`config.mk`:
```
export PLATFORM = sky130hd
export DESIGN_NAME = mem_arbiter_flat
export DESIGN_NICKNAME = d
export VERILOG_FILES = /design/src/rtl/mem_arbiter_if.sv /design/src/rtl/mem_arbiter.sv /design/src/flat_wrapper.sv
export SDC_FILE = /design/constraint.sdc
export NUM_CORES = 1
export LEC_CHECK = 0
export BUFFER_PORTS_ARGS = -buffer_cell sky130_fd_sc_hd__buf_2
export CAP_MARGIN = 20
export CORE_AREA = 2 2 207 209
export CTS_CLUSTER_DIAMETER = 30
export DETAILED_ROUTE_END_ITERATION = 10
export DIE_AREA = 0 0 209 211
export HOLD_SLACK_MARGIN = 0.05
export PLACE_DENSITY = 0.57
export SLEW_MARGIN = 20
export SYNTH_ARGS = -nofsm -noshare
export SYNTH_HDL_FRONTEND = slang
export SYNTH_SLANG_ARGS = --single-unit
```
`constraint.sdc`:
```
create_clock -name clk -period 1.7 [get_ports clk]
set_input_delay 0 -clock clk [delete_from_list [all_inputs] [get_ports clk]]
set_output_delay 0 -clock clk [all_outputs]
set_load 0.03 [all_outputs]
```
`src/rtl/mem_arbiter_if.sv`:
```
// Request/response bundle between the IF/LS requesters, the arbiter and the memory wrapper.
interface mem_arbiter_if #(
   parameter int unsigned ADDR_W = 64,
   parameter int unsigned DATA_W = 64
);
   localparam int unsigned MASK_W = 8;

   // Instruction fetch port
   logic              if_req_valid;
   logic              if_req_ready;
   logic [ADDR_W-1:0] if_addr;
   logic              if_resp_valid;
   logic [DATA_W-1:0] if_rdata;

   // Load/store port
   logic              ls_req_valid;
   logic              ls_req_ready;
   logic [ADDR_W-1:0] ls_addr;
   logic              ls_wen;
   logic [DATA_W-1:0] ls_wdata;
   logic [MASK_W-1:0] ls_wmask;
   logic              ls_resp_valid;
   logic [DATA_W-1:0] ls_rdata;

   // Shared memory port
   logic              mem_req;
   logic [ADDR_W-1:0] mem_addr;
   logic [DATA_W-1:0] mem_wdata;
   logic              mem_wen;
   logic [MASK_W-1:0] mem_wmask;
   logic [DATA_W-1:0] mem_rdata;

   // Arbiter side: serves both requesters and drives the memory port
   modport slave (
      input  if_req_valid, if_addr,
      output if_req_ready, if_resp_valid, if_rdata,
      input  ls_req_valid, ls_addr, ls_wen, ls_wdata, ls_wmask,
      output ls_req_ready, ls_resp_valid, ls_rdata,
      output mem_req, mem_addr, mem_wdata, mem_wen, mem_wmask,
      input  mem_rdata
   );

   // Environment side: requesters plus the memory wrapper
   modport master (
      output if_req_valid, if_addr,
      input  if_req_ready, if_resp_valid, if_rdata,
      output ls_req_valid, ls_addr, ls_wen, ls_wdata, ls_wmask,
      input  ls_req_ready, ls_resp_valid, ls_rdata,
      input  mem_req, mem_addr, mem_wdata, mem_wen, mem_wmask,
      output mem_rdata
   );
endinterface

```
`src/rtl/mem_arbiter.sv`:
```
// Round-robin arbiter sharing one fixed-latency memory port between fetch and load/store.
// MEM_LAT must be at least 1.
module mem_arbiter #(
   parameter int unsigned ADDR_W  = 64,
   parameter int unsigned DATA_W  = 64,
   parameter int unsigned MEM_LAT = 1
) (
   input  logic   clk,
   input  logic   rst,
   mem_arbiter_if.slave bus
);
   localparam int unsigned MASK_W = 8;
   localparam int unsigned CNT_W  = ($clog2(MEM_LAT + 1) < 1) ? 1 : $clog2(MEM_LAT + 1);

   typedef enum logic [1:0] {S_IDLE, S_ISSUE, S_WAIT, S_RESP} state_e;
   typedef enum logic       {G_IF = 1'b0, G_LS = 1'b1}         grant_e;

   state_e            state_q,         state_d;
   logic [CNT_W-1:0]  cnt_q,           cnt_d;
   grant_e            last_grant_q,    last_grant_d;
   grant_e            grant_q,         grant_d;
   logic              mem_req_q,       mem_req_d;
   logic [ADDR_W-1:0] mem_addr_q,      mem_addr_d;
   logic [DATA_W-1:0] mem_wdata_q,     mem_wdata_d;
   logic              mem_wen_q,       mem_wen_d;
   logic [MASK_W-1:0] mem_wmask_q,     mem_wmask_d;
   logic              if_resp_valid_q, if_resp_valid_d;
   logic [DATA_W-1:0] if_rdata_q,      if_rdata_d;
   logic              ls_resp_valid_q, ls_resp_valid_d;
   logic [DATA_W-1:0] ls_rdata_q,      ls_rdata_d;

   // Ready must follow the live valids so a dropped request in IDLE is never accepted.
   logic if_ready_c, ls_ready_c;
   logic if_wins_c,  ls_wins_c;
   logic [DATA_W-1:0] cap_data_c;

   // Arbitration: a lone valid wins; on a tie the requester not granted last time wins.
   always_comb begin
      if_wins_c  = bus.if_req_valid & (~bus.ls_req_valid | (last_grant_q == G_LS));
      ls_wins_c  = bus.ls_req_valid & ~if_wins_c;
      cap_data_c = mem_wen_q ? '0 : bus.mem_rdata;
   end

   // Next-state, latching and response generation.
   always_comb begin
      state_d         = state_q;
      cnt_d           = cnt_q;
      last_grant_d    = last_grant_q;
      grant_d         = grant_q;
      mem_req_d       = 1'b0;
      mem_addr_d      = mem_addr_q;
      mem_wdata_d     = mem_wdata_q;
      mem_wen_d       = mem_wen_q;
      mem_wmask_d     = mem_wmask_q;
      if_resp_valid_d = 1'b0;
      if_rdata_d      = if_rdata_q;
      ls_resp_valid_d = 1'b0;
      ls_rdata_d      = ls_rdata_q;
      if_ready_c      = 1'b0;
      ls_ready_c      = 1'b0;

      unique case (state_q)
         S_IDLE: begin
            if_ready_c = if_wins_c;
            ls_ready_c = ls_wins_c;
            if (if_wins_c) begin
               state_d      = S_ISSUE;
               grant_d      = G_IF;
               last_grant_d = G_IF;
               mem_req_d    = 1'b1;
               mem_addr_d   = bus.if_addr;
               mem_wdata_d  = '0;
               mem_wen_d    = 1'b0;
               mem_wmask_d  = '0;
            end else if (ls_wins_c) begin
               state_d      = S_ISSUE;
               grant_d      = G_LS;
               last_grant_d = G_LS;
               mem_req_d    = 1'b1;
               mem_addr_d   = bus.ls_addr;
               mem_wdata_d  = bus.ls_wdata;
               mem_wen_d    = bus.ls_wen;
               mem_wmask_d  = bus.ls_wmask;
            end
         end
         S_ISSUE: begin
            cnt_d   = CNT_W'(MEM_LAT);
            state_d = S_WAIT;
         end
         S_WAIT: begin
            cnt_d = cnt_q - CNT_W'(1);
            if (cnt_q == CNT_W'(1)) begin
               state_d = S_RESP;
               if (grant_q == G_IF) begin
                  if_rdata_d      = cap_data_c;
                  if_resp_valid_d = 1'b1;
               end else begin
                  ls_rdata_d      = cap_data_c;
                  ls_resp_valid_d = 1'b1;
               end
            end
         end
         S_RESP: begin
            state_d = S_IDLE;
         end
         default: begin
            state_d = S_IDLE;
         end
      endcase
   end

   // State and output registers; reset drops any in-flight transaction.
   always_ff @(posedge clk or negedge rst) begin
      if (!rst) begin
         state_q         <= S_IDLE;
         cnt_q           <= '0;
         last_grant_q    <= G_LS;
         grant_q         <= G_IF;
         mem_req_q       <= 1'b0;
         mem_addr_q      <= '0;
         mem_wdata_q     <= '0;
         mem_wen_q       <= 1'b0;
         mem_wmask_q     <= '0;
         if_resp_valid_q <= 1'b0;
         if_rdata_q      <= '0;
         ls_resp_valid_q <= 1'b0;
         ls_rdata_q      <= '0;
      end else begin
         state_q         <= state_d;
         cnt_q           <= cnt_d;
         last_grant_q    <= last_grant_d;
         grant_q         <= grant_d;
         mem_req_q       <= mem_req_d;
         mem_addr_q      <= mem_addr_d;
         mem_wdata_q     <= mem_wdata_d;
         mem_wen_q       <= mem_wen_d;
         mem_wmask_q     <= mem_wmask_d;
         if_resp_valid_q <= if_resp_valid_d;
         if_rdata_q      <= if_rdata_d;
         ls_resp_valid_q <= ls_resp_valid_d;
         ls_rdata_q      <= ls_rdata_d;
      end
   end

   // Port drive
   assign bus.if_req_ready  = if_ready_c;
   assign bus.ls_req_ready  = ls_ready_c;
   assign bus.if_resp_valid = if_resp_valid_q;
   assign bus.if_rdata      = if_rdata_q;
   assign bus.ls_resp_valid = ls_resp_valid_q;
   assign bus.ls_rdata      = ls_rdata_q;
   assign bus.mem_req       = mem_req_q;
   assign bus.mem_addr      = mem_addr_q;
   assign bus.mem_wdata     = mem_wdata_q;
   assign bus.mem_wen       = mem_wen_q;
   assign bus.mem_wmask     = mem_wmask_q;

endmodule

```
`src/flat_wrapper.sv`:
```
// flat-port wrapper written by rule: the top's interface ports become plain ports
module mem_arbiter_flat 
#(
   parameter int unsigned ADDR_W  = 64,
   parameter int unsigned DATA_W  = 64,
   parameter int unsigned MEM_LAT = 1
)
  (clk, rst, bus_if_req_valid, bus_if_addr, bus_if_req_ready, bus_if_resp_valid, bus_if_rdata, bus_ls_req_valid, bus_ls_addr, bus_ls_wen, bus_ls_wdata, bus_ls_wmask, bus_ls_req_ready, bus_ls_resp_valid, bus_ls_rdata, bus_mem_req, bus_mem_addr, bus_mem_wdata, bus_mem_wen, bus_mem_wmask, bus_mem_rdata);
  mem_arbiter_if #(.ADDR_W(ADDR_W), .DATA_W(DATA_W)) bus_i ();
  input  logic clk;
  input  logic rst;
  input wire logic [$bits(bus_i.if_req_valid)-1:0] bus_if_req_valid;
  input wire logic [$bits(bus_i.if_addr)-1:0] bus_if_addr;
  output wire logic [$bits(bus_i.if_req_ready)-1:0] bus_if_req_ready;
  output wire logic [$bits(bus_i.if_resp_valid)-1:0] bus_if_resp_valid;
  output wire logic [$bits(bus_i.if_rdata)-1:0] bus_if_rdata;
  input wire logic [$bits(bus_i.ls_req_valid)-1:0] bus_ls_req_valid;
  input wire logic [$bits(bus_i.ls_addr)-1:0] bus_ls_addr;
  input wire logic [$bits(bus_i.ls_wen)-1:0] bus_ls_wen;
  input wire logic [$bits(bus_i.ls_wdata)-1:0] bus_ls_wdata;
  input wire logic [$bits(bus_i.ls_wmask)-1:0] bus_ls_wmask;
  output wire logic [$bits(bus_i.ls_req_ready)-1:0] bus_ls_req_ready;
  output wire logic [$bits(bus_i.ls_resp_valid)-1:0] bus_ls_resp_valid;
  output wire logic [$bits(bus_i.ls_rdata)-1:0] bus_ls_rdata;
  output wire logic [$bits(bus_i.mem_req)-1:0] bus_mem_req;
  output wire logic [$bits(bus_i.mem_addr)-1:0] bus_mem_addr;
  output wire logic [$bits(bus_i.mem_wdata)-1:0] bus_mem_wdata;
  output wire logic [$bits(bus_i.mem_wen)-1:0] bus_mem_wen;
  output wire logic [$bits(bus_i.mem_wmask)-1:0] bus_mem_wmask;
  input wire logic [$bits(bus_i.mem_rdata)-1:0] bus_mem_rdata;
  assign bus_i.if_req_valid = bus_if_req_valid;
  assign bus_i.if_addr = bus_if_addr;
  assign bus_if_req_ready = bus_i.if_req_ready;
  assign bus_if_resp_valid = bus_i.if_resp_valid;
  assign bus_if_rdata = bus_i.if_rdata;
  assign bus_i.ls_req_valid = bus_ls_req_valid;
  assign bus_i.ls_addr = bus_ls_addr;
  assign bus_i.ls_wen = bus_ls_wen;
  assign bus_i.ls_wdata = bus_ls_wdata;
  assign bus_i.ls_wmask = bus_ls_wmask;
  assign bus_ls_req_ready = bus_i.ls_req_ready;
  assign bus_ls_resp_valid = bus_i.ls_resp_valid;
  assign bus_ls_rdata = bus_i.ls_rdata;
  assign bus_mem_req = bus_i.mem_req;
  assign bus_mem_addr = bus_i.mem_addr;
  assign bus_mem_wdata = bus_i.mem_wdata;
  assign bus_mem_wen = bus_i.mem_wen;
  assign bus_mem_wmask = bus_i.mem_wmask;
  assign bus_i.mem_rdata = bus_mem_rdata;
  mem_arbiter #(.ADDR_W(ADDR_W), .DATA_W(DATA_W), .MEM_LAT(MEM_LAT)) u_core (.clk(clk), .rst(rst), .bus(bus_i));
endmodule
```
==> flow_summary.rst, run 1 <==
.. list-table::
   :header-rows: 1

   * - Metric
     - Value
   * - Growth of design area from synthesis to finish
     - 78.1%
   * - Sequential cell fraction of total power
     - 0.277
   * - Input/output buffers
     - 538
   * - Most used flip-flop cell after synthesis
     - sky130_fd_sc_hd__dfrtp_1
   * - CTS clk-pin slew, worst paths
     - 0.05 ns
   * - WL per Instance
     - 17.3 microns
   * - Nets
     - around 2200
   * - Tightest Pin Transition
     - 0.483 ns
   * - Number of iterations in the first detailed-routing pass
     - 7
   * - Final-report hold violation count
     - 0
   * - Yosys synthesis warning count
     - 0
   * - Category of the worst setup path capture point
     - output port
   * - Final core utilization
     - 0.466
   * - Placement Rows
     - 75
   * - Fin crit share
     - 0.958
   * - Most common cell in the synthesized netlist
     - sky130_fd_sc_hd__dfrtp_1
   * - Clock sink count
     - 273
   * - Die boundary width
     - between 200 and 250 microns
   * - Leakage power of the design
     - 9.63 nW
   * - Run status
     - finished, final reports clean
   * - HP Class
     - primary input to register
   * - Drt initial violations
     - 817
   * - Non-filler cells in the finished layout
     - 2472
   * - Total DRC errors in the routed layout
     - 0
   * - Switching Fraction
     - 0.428
   * - Sum Neg Setup Slack
     - 0 ns
   * - Count of max-cap constraint violations
     - 0
   * - Total power consumption of the routed design
     - between 40 and 50 mW
   * - Top area cells in the synthesized netlist
     - sky130_fd_sc_hd__dfrtp_1 (62%), sky130_fd_sc_hd__o21ai_0 (7.1%), sky130_fd_sc_hd__a22o_1 (5.8%)
   * - Die span in y
     - ~210 microns
   * - Max-slew headroom
     - 0.678
   * - Maximum net fanout on the critical path
     - 3
   * - Combinational fraction of design power
     - 0.431
   * - GRT busiest layer
     - met2
   * - Core area
     - 41800 sq um
   * - Depth of the CTS H-tree
     - 3
   * - Net count after synthesis
     - around 1300
   * - Worst ir drop on vdd
     - about 0.0011 V
   * - Portion of total power attributed to the clock network
     - 0.292
   * - Floorplan die area
     - 44100 sq um
   * - Total clock buffers created by CTS
     - 67
   * - Number of antenna violations at the first check in global routing
     - 0
   * - Number of synthesized flops with an enable pin
     - 0
   * - Post-detailed-route count of antenna-violating nets
     - 0
   * - Met2 track utilization from global routing
     - 0.317
   * - Placed Instances
     - 2075
   * - IO Count
     - 539
   * - First-pass GRT wire length
     - 66200 microns
   * - Worst-Skew Late Latency
     - 0.55 ns
   * - Via count normalized by instance count
     - 4.74
   * - Achievable Freq
     - about 600 MHz
   * - Worst EP arrival
     - 1.63 ns
   * - Post-synth top area share
     - 0.623
   * - Total congestion overflow after global routing
     - 0
   * - Ys async rst share
     - 1.00
   * - Final HPWL from detailed placement
     - approximately 27000 microns
   * - WP data required
     - 1.70 ns
   * - Cell types with the highest counts after synthesis
     - sky130_fd_sc_hd__dfrtp_1 (272), sky130_fd_sc_hd__o21ai_0 (155), sky130_fd_sc_hd__nand2_1 (131)
   * - Cell area after layout
     - 19500 sq um
   * - Total of endpoints with negative setup slack in the final report
     - 0
   * - Post-synthesis instance area
     - 10900 sq um
   * - Setup repair after global routing missed its margin
     - true
   * - Switching power
     - 17.7 mW
   * - Flop and latch count out of synthesis
     - 273
   * - Global router's overall resource usage
     - 0.188
   * - Maximum clock path buffer count
     - 3
   * - Global placer's final weighted congestion
     - 0.886
   * - Antenna cells
     - 0
   * - Final critical path time including I/O delays and setup
     - approximately 1.6 ns
   * - Routed WL
     - 42800 microns
   * - Fin Clk Skew
     - 0.0224 ns
   * - Leading area contributor after synthesis
     - sky130_fd_sc_hd__dfrtp_1
   * - Max-slew violation count
     - 0
   * - Critical Path Source Type
     - register
   * - Average footprint of a synthesized cell
     - between 10 and 15 sq um
   * - Share of post-route cells with drive strength above 1
     - 0.372
   * - Cell internal pwr
     - 23.6 mW
   * - Pwr/cell area
     - 2120 nW/um^2
   * - Met3 GRT Util
     - 0.0488
   * - DP Area
     - 14500 sq um
   * - Effective utilization at floorplan
     - 0.262
   * - Met1 usage
     - 0.221
   * - CTS tree
     - built
   * - Count of unique library cells instantiated by Yosys
     - 25
   * - Instance count of the mapped netlist
     - between 1000 and 1500
   * - Cell chosen for the clock root
     - sky130_fd_sc_hd__clkbuf_16
   * - Critical path class
     - register to output port
   * - Vias in the first global route
     - 12300
   * - Largest net degree at the start of global routing
     - 79
   * - Share of synthesized area occupied by flip-flops and latches
     - 0.625
   * - Via count
     - about 12000
sequential cells by signal, summed over array words and instances (netlist names):
signal                    cells
u_core.bus.mem_wdata         64
u_core.cnt_q                  1
u_core.bus.mem_req            1
u_core.bus.ls_rdata          64
u_core.state_q                2
u_core.grant_q                1
u_core.bus.if_resp_valid      1
u_core.bus.ls_resp_valid      1
u_core.bus.mem_wen            1
u_core.bus.if_rdata          64
u_core.bus.mem_wmask          8
u_core.bus.mem_addr          64
u_core.last_grant_q           1
power groups by stage:
stage	registers [mW]	clock network (mW)	logic, mW
global placement	11.4	0	16.6
global route	11.8	12.7	19.1
detailed placement	11.4	0	16.9
finish	11.4	12.1	17.8
floorplan	17.1	0	5.26
CTS	11.4	12.3	17.6
logic make-up after synthesis:
kind of cell	after synthesis	synth area share
multiplexers	1	0.00103
AND/OR/NAND/NOR	266	0.107
adder cells (fa/ha/maj)	3	0.00343
AO/OA/AOI/OAI	401	0.217
buffers and inverters	100	0.0461
flip-flops	273	0.625
path summary, 6_finish.rpt:
kind,from,endpoint,slack [ns],cells after the start
setup / recovery,u_core.state_q[0]$_DFFE_PN0P_,bus_ls_req_ready,0.07,6
hold / removal,bus_ls_wdata[56],u_core.bus.mem_wdata[56]$_DFFE_PN0P_,0.20,3
setup reg to reg,u_core.state_q[0]$_DFFE_PN0P_,u_core.bus.mem_wdata[38]$_DFFE_PN0P_,0.07,7
hold reg to reg,u_core.bus.ls_rdata[47]$_DFFE_PN0P_,u_core.bus.ls_rdata[47]$_DFFE_PN0P_,0.47,2
max in group asynchronous,rst,u_core.last_grant_q$_DFFE_PN1P_,0.43,4
min in group asynchronous,rst,u_core.bus.mem_wdata[14]$_DFFE_PN0P_,0.52,3
worst max-delay path, stage by stage (launching register included):
cell and delay [ns]:
sky130_fd_sc_hd__dfrtp_1 0.38, sky130_fd_sc_hd__inv_2 0.11, sky130_fd_sc_hd__ha_4 0.17, sky130_fd_sc_hd__nand2_4 0.05, sky130_fd_sc_hd__a21oi_4 0.13, sky130_fd_sc_hd__buf_12 0.13, sky130_fd_sc_hd__buf_8 0.12
layer usage:
metal  up-vias  wire length, microns
met5         -                     0
met4         0                  1770
met3       125                  3280
met2       671                 20900
met1      5573                 16800
li1       5341                     -
per-stage QoR:
| stage | worst slack (ns) | hold slack, ns |
|---|---|---|
| 2_1_floorplan | 0.210 | -0.296 |
| 3_3_place_gp | 0.111 | -0.0362 |
| 3_5_place_dp | 0.0162 | -0.0306 |
| 4_1_cts | 0.0184 | 0.157 |
| 5_1_grt | -0.00825 | 0.186 |
| 6_report | 0.0716 | 0.204 |
cell type report:
type | instances | area [sq um]
Fill cell | 3769 | 22300
Inverter | 7 | 26.3
Tap cell | 539 | 674
Clock buffer | 84 | 1860
Timing Repair Buffer | 862 | 6080
Multi-Input combinational cell | 671 | 3670
Clock inverter | 36 | 319
Sequential cell | 273 | 6830
what timing repair did:
item,4_1_cts,5_1_grt
cloned,0,1
hold buffers,270,0
endpoints found under the hold margin,539,0
resized for setup,8,8
pin swaps,1,1
setup buffers,4,2
setup endpoints to repair,2,73
layout by cell type (no fill, tap or decap), drive strengths merged, types with 3 or more instances in the layout:
| cell | count |
|---|---|
| clkinvlp | 9 |
| dfrtp | 272 |
| nand2b | 65 |
| a22o | 73 |
| buf | 591 |
| bufinv | 3 |
| nor2 | 65 |
| inv | 10 |
| a31oi | 65 |
| dlygate4sd3 | 270 |
| o21ai | 194 |
| nand2 | 131 |
| ha | 3 |
| clkbuf | 85 |
| clkinv | 21 |
| a21oi | 68 |
Power figures use the tool's default switching activity.
==> run 2: changes to the inputs <==
--- a/config.mk
+++ b/config.mk
@@ -7,12 +7,14 @@
 export LEC_CHECK = 0
 export BUFFER_PORTS_ARGS = -buffer_cell sky130_fd_sc_hd__buf_2
 export CAP_MARGIN = 20
-export CORE_AREA = 2 2 207 209
+export CELL_PAD_IN_SITES_DETAIL_PLACEMENT = 2
+export CELL_PAD_IN_SITES_GLOBAL_PLACEMENT = 2
+export CORE_AREA = 2 2 211 213
 export CTS_CLUSTER_DIAMETER = 30
 export DETAILED_ROUTE_END_ITERATION = 10
-export DIE_AREA = 0 0 209 211
+export DIE_AREA = 0 0 213 215
 export HOLD_SLACK_MARGIN = 0.05
-export PLACE_DENSITY = 0.57
+export PLACE_DENSITY = 0.82
 export SLEW_MARGIN = 20
 export SYNTH_ARGS = -nofsm -noshare
 export SYNTH_HDL_FRONTEND = slang
==> constraint.sdc (replaced) <==
create_clock -name clk -period 1.8 [get_ports clk]
set_input_delay 0 -clock clk [delete_from_list [all_inputs] [get_ports clk]]
set_output_delay 0 -clock clk [all_outputs]
set_load 0.03 [all_outputs]
==> run 2 against run 1 <==
Effect of this change: the run now ends with setup timing left; hold slack got worse by 0.087 ns; setup slack worse by 0.13 ns; clock-buffer cell count is 18 higher; die area up 3.8%; routed wire length up 69%; core utilization decreased by 0.65 points; power grew 9.2%; non-clock buffer count shrank 16; combinational power increased by 6%; sequential share of layout area decreased by 1.0 points.
==> flow_summary.rst, run 2 (synthesis gave the netlist of run 1 again) <==
.. list-table::
   :header-rows: 1

   * - Metric
     - Value
   * - Total congestion overflow after global routing
     - 0 (unchanged)
   * - Logic depth of the worst register-to-register path
     - 7 (unchanged)
   * - Via count
     - 12900 (+9.8%)
   * - WP data required
     - 2.24 ns (+0.54 ns)
   * - Post-detailed-route count of antenna-violating nets
     - 0 (unchanged)
   * - Total DRC errors in the routed layout
     - 0 (unchanged)
   * - Total of endpoints with negative setup slack in the final report
     - 2 (+2)
   * - Cell area after layout
     - 20100 sq um (+3.1%)
   * - Nets
     - 2149 (-0.23%)
   * - Critical path capture point
     - u_core.bus.mem_addr[1]$_DFFE_PN0P_
   * - Worst flop-to-flop path startpoint
     - u_core.state_q[1]$_DFFE_PN0P_
   * - Worst EP arrival
     - 2.31 ns (+0.68 ns)
   * - Max-slew headroom
     - 0.499 (-0.179)
   * - Worst slack on hold paths
     - 0.117 ns (-0.0868 ns)
   * - Critical Path Source Type
     - register
   * - IO Count
     - 539 (unchanged)
   * - Largest net degree at the start of global routing
     - 82 (+3.8%)
   * - Met3 GRT Util
     - 0.0877 (+0.0389)
   * - Portion of total power attributed to the clock network
     - 0.324 (+0.032)
   * - Maximum clock path buffer count
     - 3 (unchanged)
   * - Maximum net fanout on the critical path
     - 35 (+32)
   * - Fin Clk Skew
     - 0.0350 ns (+0.0126 ns)
   * - Critical register-to-register path endpoint
     - u_core.bus.mem_addr[1]$_DFFE_PN0P_
   * - Input/output buffers
     - 538 (unchanged)
   * - Depth of the CTS H-tree
     - 3 (unchanged)
   * - Critical path class
     - register to register
   * - Tightest Pin Transition
     - 0.748 ns (+0.265 ns)
   * - Setup repair after global routing missed its margin
     - true
   * - Register-to-Register Setup Slack
     - -0.06 ns (-0.13 ns)
   * - HP Class
     - primary input to asynchronous set/reset pin
   * - Worst ir drop on vdd
     - 0.000755 V (-31%)
   * - Commonest cells after routing, fill and taps aside
     - sky130_fd_sc_hd__buf_2 (535), sky130_fd_sc_hd__dfrtp_1 (271), sky130_fd_sc_hd__dlygate4sd3_1 (269)
   * - Cell internal pwr
     - 24.6 mW (+4.2%)
   * - Global placer's final weighted congestion
     - 0.800 (-9.7%)
   * - CTS clk-pin slew, worst paths
     - 0.05 ns (about the same)
   * - Failing checks
     - setup timing
   * - First-pass GRT wire length
     - 101000 microns (+53%)
   * - Number of iterations in the first detailed-routing pass
     - 5 (-2)
   * - Routed WL
     - 72100 microns (+69%)
   * - Leakage power of the design
     - 9.83 nW (+2.1%)
   * - Global router's overall resource usage
     - 0.298 (+0.110)
   * - Fin crit share
     - 1.03
   * - Number of antenna violations at the first check in global routing
     - 11 (+11)
   * - Combinational fraction of design power
     - 0.419 (-0.012)
   * - Die boundary width
     - 213 microns (+1.9%)
   * - Drt initial violations
     - 684 (-16%)
   * - Placement Rows
     - 77 (+2.7%)
   * - Met1 usage
     - 0.307 (+0.0859)
   * - Final-report hold violation count
     - 0 (unchanged)
   * - Sequential cell fraction of total power
     - 0.256 (-0.021)
   * - Floorplan die area
     - 45800 sq um (+3.8%)
   * - Most frequent standard cell in the layout excluding fill and tap cells
     - sky130_fd_sc_hd__buf_2
   * - Worst-Skew Late Latency
     - 0.59 ns (+0.04 ns)
   * - WL per Instance
     - 28.4 microns (+64%)
   * - Met2 track utilization from global routing
     - 0.527 (+0.210)
   * - Category of the worst setup path capture point
     - register
   * - Die span in y
     - 215 microns (+1.9%)
   * - Cell chosen for the clock root
     - sky130_fd_sc_hd__clkbuf_16
   * - GRT busiest layer
     - met2
   * - Start point of the critical path
     - u_core.state_q[1]$_DFFE_PN0P_
   * - Via count normalized by instance count
     - 5.06 (+6.7%)
   * - DP Area
     - 14400 sq um (-0.41%)
   * - Worst setup timing slack at the placement stage
     - 0.0457 ns (+0.0296 ns)
   * - Switching power
     - 20.5 mW (+16%)
   * - Clock sink count
     - 273 (unchanged)
   * - Growth of design area from synthesis to finish
     - 83.5%
   * - Total clock buffers created by CTS
     - 77 (+15%)
   * - Layout fillers
     - 4371 (+16%)
   * - Final critical path time including I/O delays and setup
     - 1.86 ns
   * - Final HPWL from detailed placement
     - 32000 microns (+18%)
   * - Effective utilization at floorplan
     - 0.250 (-0.0113)
   * - Run status
     - finished, violations left
   * - CTS tree
     - built
   * - Pwr/cell area
     - 2250 nW/um^2 (+6.0%)
   * - Max-slew violation count
     - 0 (unchanged)
   * - Core area
     - 43600 sq um (+4.5%)
   * - Share of post-route cells with drive strength above 1
     - 0.377 (+0.00420)
   * - Achievable Freq
     - 538 MHz
   * - Switching Fraction
     - 0.455 (+0.0265)
   * - Final setup slack of the worst path
     - -0.0603 ns (-0.132 ns)
   * - Count of max-cap constraint violations
     - 0 (unchanged)
   * - Vias in the first global route
     - 15300 (+25%)
run 2: cell count changes in the layout (fill, tap and decap cells not counted), sizes merged:
cell / change
buf: -16
bufbuf: +1
bufinv: +6
clkbuf: +18
clkinv: -4
clkinvlp: +4
diode: +12
dlygate4sd3: -1
inv: -4
nor2b: +1
run 2: what timing repair did:
| action | CTS | global route |
|---|---|---|
| pin swaps | 1 | 0 |
| hold buffers | 270 | 0 |
| gates cloned | 2 | 2 |
| hold endpoints to repair | 541 | 0 |
| gates resized for setup | 7 | 21 |
| setup endpoints to repair | 3 | 52 |
| buffers inserted | 5 | 3 |
run 2: worst min path at each step:
stage,endpoint,slack [ns],cells after the start
detailed placement,u_core.bus.mem_addr[8]$_DFFE_PN0P_,-0.04,1
finish,u_core.last_grant_q$_DFFE_PN1P_,0.12,2
floorplan,u_core.bus.if_rdata[0]$_DFFE_PN0P_,-0.30,0
CTS,u_core.last_grant_q$_DFFE_PN1P_,0.08,2
global placement,u_core.bus.mem_addr[8]$_DFFE_PN0P_,-0.04,1
global route,u_core.last_grant_q$_DFFE_PN1P_,0.1,2
run 2: layout make-up:
class / count / area (sq um) / share of cell area
Multi-Input combinational cell: 672 / 3690 / 0.184
Clock inverter: 38 / 453 / 0.0226
Clock buffer: 102 / 2240 / 0.111
Timing Repair Buffer: 846 / 6050 / 0.301
Antenna cell: 12 / 30.0 / 0.00150
Sequential cell: 273 / 6830 / 0.341
Inverter: 7 / 30.0 / 0.00150
Tap cell: 592 / 741 / 0.0369
run 2: worst max-delay path, stage by stage, from the launching register on:
cell                      delay, ns
sky130_fd_sc_hd__dfrtp_1       0.38
sky130_fd_sc_hd__inv_2         0.07
sky130_fd_sc_hd__ha_4          0.18
sky130_fd_sc_hd__buf_4         0.15
sky130_fd_sc_hd__o21ai_4       0.16
sky130_fd_sc_hd__buf_12        0.27
sky130_fd_sc_hd__a31oi_1       0.12
sky130_fd_sc_hd__a21oi_1       0.37
run 2: metrics by stage:
step	setup TNS, ns	total power, mW	cells	utilization
after floorplan	0	21.1	1044	-
after global placement	0	26.4	2108	0.330
after detailed placement	0	27.2	2108	0.330
after CTS	0	42.9	2525	0.457
after global routing	-0.281	46.7	2542	0.460
final	-0.0691	45.1	2542	0.460
run 2: power groups by stage:
stage	clock, mW	sequential, mW	combinational [mW]
after CTS	14.4	11.0	17.5
after global placement	0	10.7	15.7
final	14.6	11.6	18.9
after floorplan	0	16.1	4.96
after global routing	15.1	11.8	19.8
after detailed placement	0	10.9	16.4
run 2: metal layers:
metal | part of all wire | wire length (microns) | vias to the layer above
met3 | 0.076 | 5450 | 259
li1 | - | - | 5355
met4 | 0.066 | 4790 | 0
met5 | 0 | 0 | -
met2 | 0.51 | 36800 | 752
met1 | 0.35 | 25100 | 6486
